File: config.mk
export PLATFORM = sky130hd
export DESIGN_NAME = hex_word_sender
export DESIGN_NICKNAME = d
export VERILOG_FILES = /design/src/rtl/hex_word_sender_pkg.sv /design/src/rtl/hex_word_sender_binary_to_hex.sv /design/src/rtl/hex_word_sender.sv
export SDC_FILE = /design/constraint.sdc
export NUM_CORES = 1
export LEC_CHECK = 0
export ABC_AREA = 1
export ABC_CLOCK_PERIOD_IN_PS = 2260
export CAP_MARGIN = 10
export CELL_PAD_IN_SITES_DETAIL_PLACEMENT = 1
export CELL_PAD_IN_SITES_GLOBAL_PLACEMENT = 1
export CORE_ASPECT_RATIO = 1.5
export CORE_MARGIN = 2
export CORE_UTILIZATION = 36
export DETAILED_ROUTE_END_ITERATION = 7
export GPL_ROUTABILITY_DRIVEN = 1
export PLACE_DENSITY_LB_ADDON = 0.25
export SLEW_MARGIN = 20
export SYNTH_ARGS = -nofsm -noshare
export SYNTH_HDL_FRONTEND = slang
export SYNTH_SLANG_ARGS = --single-unit
File: constraint.sdc
create_clock -name clock -period 2.26 [get_ports clock]
set_clock_uncertainty 0.2 [all_clocks]
set_input_delay 0.565 -clock clock [delete_from_list [all_inputs] [get_ports clock]]
set_output_delay 0.565 -clock clock [all_outputs]
set_load 0.01 [all_outputs]
File: src/rtl/hex_word_sender_pkg.sv
// Shared constants for the hex word sender:
// ASCII control codes, state encoding and counter sizing.
package hex_word_sender_pkg;

  typedef logic [1:0] state_t;

  localparam state_t ST_IDLE  = 2'd0;
  localparam state_t ST_DIGIT = 2'd1;
  localparam state_t ST_CR    = 2'd2;
  localparam state_t ST_LF    = 2'd3;

  localparam logic [7:0] ASCII_CR  = 8'h0D;
  localparam logic [7:0] ASCII_LF  = 8'h0A;
  localparam logic [7:0] ASCII_NUL = 8'h00;

  // A single-digit word still needs a 1-bit counter.
  function automatic int cnt_width(input int digits);
    return (digits > 1) ? $clog2(digits) : 1;
  endfunction

endpackage

File: src/rtl/hex_word_sender_binary_to_hex.sv
// Binary_to_hex: one nibble to its uppercase ASCII
// hex digit, as a 7-bit code.
module hex_word_sender_binary_to_hex (
  input  logic [3:0] nibble,
  output logic [6:0] ascii
);

  always_comb begin
    if (nibble < 4'd10) begin
      ascii = 7'h30 + {3'b000, nibble};
    end else begin
      ascii = 7'h37 + {3'b000, nibble};
    end
  end

endmodule

File: src/rtl/hex_word_sender.sv
// Prints a binary word as uppercase ASCII hex,
// MSB nibble first, optionally followed by CR LF.
module hex_word_sender
  import hex_word_sender_pkg::*;
#(
  parameter int WIDTH   = 32,
  parameter bit NEWLINE = 1'b1
) (
  input  logic             clock,
  input  logic             reset,
  input  logic             in_valid,
  output logic             in_ready,
  input  logic [WIDTH-1:0] in_data,
  output logic             out_valid,
  input  logic             out_ready,
  output logic [7:0]       out_data,
  output logic             busy
);

  localparam int DIGITS = WIDTH / 4;
  localparam int CW     = cnt_width(DIGITS);

  localparam logic [CW-1:0] CNT_LOAD = CW'(DIGITS - 1);
  localparam logic [CW-1:0] CNT_ONE  = CW'(1);

  if ((WIDTH % 4) != 0 || WIDTH < 4) begin : g_bad_width
    $error("hex_word_sender: WIDTH must be a multiple of 4, >= 4");
  end

  state_t           state_q, state_d;
  logic [WIDTH-1:0] shreg_q, shreg_d;
  logic [CW-1:0]    cnt_q, cnt_d;
  logic             out_valid_q, out_valid_d;
  logic [7:0]       out_data_q, out_data_d;
  logic [6:0]       hex_ascii;

  always_ff @(posedge clock) begin
    if (reset) begin
      state_q     <= ST_IDLE;
      shreg_q     <= '0;
      cnt_q       <= '0;
      out_valid_q <= 1'b0;
      out_data_q  <= ASCII_NUL;
    end else begin
      state_q     <= state_d;
      shreg_q     <= shreg_d;
      cnt_q       <= cnt_d;
      out_valid_q <= out_valid_d;
      out_data_q  <= out_data_d;
    end
  end

  always_comb begin
    state_d = state_q;
    shreg_d = shreg_q;
    cnt_d   = cnt_q;
    case (state_q)
      ST_IDLE: begin
        if (in_valid) begin
          shreg_d = in_data;
          cnt_d   = CNT_LOAD;
          state_d = ST_DIGIT;
        end
      end
      ST_DIGIT: begin
        if (out_ready) begin
          shreg_d = shreg_q << 4;
          if (cnt_q == '0) begin
            state_d = NEWLINE ? ST_CR : ST_IDLE;
          end else begin
            cnt_d = cnt_q - CNT_ONE;
          end
        end
      end
      ST_CR: begin
        if (out_ready) state_d = ST_LF;
      end
      ST_LF: begin
        if (out_ready) state_d = ST_IDLE;
      end
      default: state_d = ST_IDLE;
    endcase
  end

  // Outputs are precomputed from next-state so they land
  // in flops together with the state they describe.
  hex_word_sender_binary_to_hex u_b2h (
    .nibble (shreg_d[WIDTH-1 -: 4]),
    .ascii  (hex_ascii)
  );

  always_comb begin
    out_valid_d = (state_d != ST_IDLE);
    out_data_d  = ASCII_NUL;
    case (state_d)
      ST_DIGIT: out_data_d = {1'b0, hex_ascii};
      ST_CR:    out_data_d = ASCII_CR;
      ST_LF:    out_data_d = ASCII_LF;
      default:  out_data_d = ASCII_NUL;
    endcase
  end

  assign in_ready  = (state_q == ST_IDLE) && !reset;
  assign busy      = (state_q != ST_IDLE);
  assign out_valid = out_valid_q;
  assign out_data  = out_data_q;

endmodule
==> impl_metrics.yaml <==
synthesis:
  synth.ff_latch_count: 45
  yosysSeqAreaShare: 0.4198
  netlist_area_sq_mm: 0.002146
  synthDistinctLibCells: 30
  synth_fp_nets: 330
  post_synth_inst_count: 291
  avgSynthCellArea_sq_um: 7.374
  yosysWarnings: 0
floorplanning:
  initial_core_utilization: 0.3709
  die_h_um: 98.56
  die_area_sq_mm: 0.006607
  num_io_pins: 47
  floorplan.die.width_um: 67.04
  core_area_sq_mm: 0.005786
  rows: 34
grt:
  groute.usage.overall: 0.2012
  grt_antenna_before_repair: 0
  grt.overflow.total: 0
  via_count_of_the_first_global_routing_pass: 2183
  grt_pass1_wl_um: 10200
  grt_start_max_net_pins: 37
clock_network:
  clock-sinks: 45
  cts_buffer_count: 5
  cts_tree: "yes"
  cts.path.max_buffers: 2
  hold_buffers: 0
  root_buffer: "clkbuf_8"
  clk_pin_slew_ps: 90
  insertion_delay_ps: 290
  htreeDepth: 2
critical_path:
  critical_path.startpoint_type: "flop"
  setup.worst_path.end_class: "output pin"
  reg2reg_setup_slack_ps: 210
  worstPathArrival_ps: 1380
  crit_type: "reg -> out"
  cp_data_required_time_ps: 1490
  cp_max_fo: 3
layout:
  antenna_cells_inserted: 0
  post_route_cells_drive_above_1_share: 0.1758
  nNetsFinal: 386
  area_growth_pct: 33.00
  layout.cells.most_common_list: "nand2_1 (80), dfxtp_1 (44), clkdlybuf4s50_1 (42), nand3_1 (39), a31oi_1 (24)"
  commonest_non_fill_non_tap_cell_in_the_layout: "nand2_1"
timing:
  setup_viol: 0
  timing.final.max_slew_violations: 0
  fmax_mhz: 467.0
  layout_min_cycle_time_ps: 2141
  timing.final.crit_share: 0.9475
  setup_slack_ps: 118.6
  rsz0062_at_grt: "no"
  finalHoldViolCount: 0
job:
  timing.max_cap.violations: 0
drt:
  avgRoutedWirePerCell_um: 14.22
  vias_per_cell: 5.043
  postRouteWirelength_um: 5960
  routed-via-count: 2113
  drtIter0Drc: 69
  drt.antenna.violating_nets: 0
  drtPass1Iterations: 5
  drc: 0
placement:
  gpl.final_weighted_congestion: 0.8734
  pre_cts_slack_ps: -257.9
  io_buffer_count: 45
  detailed_place_hpwl_um: 4521
status:
  status: "finished clean"
pwr:
  power_density_mw_per_mm2: 768.0
  leakage_power_nw: 1.210
  power.ir.vdd_worst_mv: 0.3954
  total_power_mw: 2.192
worst_hold_path:
  timing.hold.worst.class: "reg -> reg"
-- cell type report --
| class | count | area (sq um) |
|---|---|---|
| clock buffer | 7 | 86.33 |
| fill | 750 | 2932 |
| inverter | 32 | 125.1 |
| multi-input combinational | 197 | 1039 |
| sequential | 45 | 902.1 |
| tap | 72 | 90.09 |
| timing repair buffer | 66 | 611.8 |
-- cells by family after synthesis --
| group | after synthesis | synth area share |
|---|---|---|
| buffers and inverters | 49 | 0.09854 |
| and+or+nand+nor | 151 | 0.3429 |
| adders and majority gates | 3 | 0.01749 |
| DFF | 45 | 0.4198 |
| other | 1 | 0.001748 |
| AOI/OAI and AO/OA | 42 | 0.1195 |
-- routing by layer --
layer	up-vias	share of wire	GRT usage	routed length [um]
met1	993	0.39	0.2195	2325
met3	15	0.027	0.02854	163
met5	-	0	0	0
met4	0	0.040	0.09105	237
met2	45	0.54	0.3686	3234
li1	1060	-	-	-
-- synthesized netlist by cell type (all sizes together) --
library cell / number / area share
ha: 3 / 0.017
nand3: 43 / 0.11
nand4: 4 / 0.012
o21ai: 4 / 0.0093
inv: 30 / 0.052
a21oi: 11 / 0.027
nor3: 2 / 0.0093
a31oi: 24 / 0.070
buf: 11 / 0.030
conb: 1 / 0.0017
o22ai: 1 / 0.0058
dfxtp: 45 / 0.42
o31ai: 1 / 0.0035
clkinv: 2 / 0.0058
nand2: 91 / 0.18
o21a: 1 / 0.0035
clkbuf: 6 / 0.010
or2: 1 / 0.0029
nor2: 10 / 0.030
-- state kept, by name, indices dropped and copies added, names as in the netlist --
register,flops
shreg_q,32
out_data,7
state_q,2
out_valid,1
cnt_q,3
-- per-stage QoR --
step / util / area (sq um) / hold WS, ps / instances / setup TNS, ps
3_5_place_dp: 0.4753 / 2750 / 249.8 / 411 / -1633
6_report: 0.4933 / 2854 / 259.0 / 419 / 0
4_1_cts: 0.4913 / 2843 / 262.3 / 419 / 0
5_1_grt: 0.4933 / 2854 / 272.3 / 419 / 0
3_3_place_gp: 0.4753 / 2750 / 237.1 / 411 / -1138
2_1_floorplan: - / 2146 / 222.9 / 291 / 0
-- report_power, final --
group	switching, mW	total (mW)	internal [mW]	leakage, nW
clock network	0.268	0.511	0.243	0.0443
logic	0.419	0.743	0.324	0.795
registers	0.0474	0.938	0.891	0.370
-- worst max-delay path, cell delays in order (launching register included) --
cell	delay, ps
dfxtp_2	410
nor2_4	70
inv_1	70
clkdlybuf4s50_1	530
-- worst paths after layout --
path / start / endpoint / depth (start not counted)
hold reg to reg: cnt_q[0] / cnt_q[0] / 1
setup / recovery: state_q[1] / busy / 3
setup reg to reg: state_q[1] / out_data[2] / 13
hold / removal: cnt_q[0] / cnt_q[0] / 1
-- timing repair --
item                       4_1_cts  5_1_grt
resized for setup                3        3
pin swaps                        1        3
buffers inserted                 1        0
gates cloned                     0        0
setup endpoints to repair        1        3
Note: power is estimated with default switching activity, not from simulation.
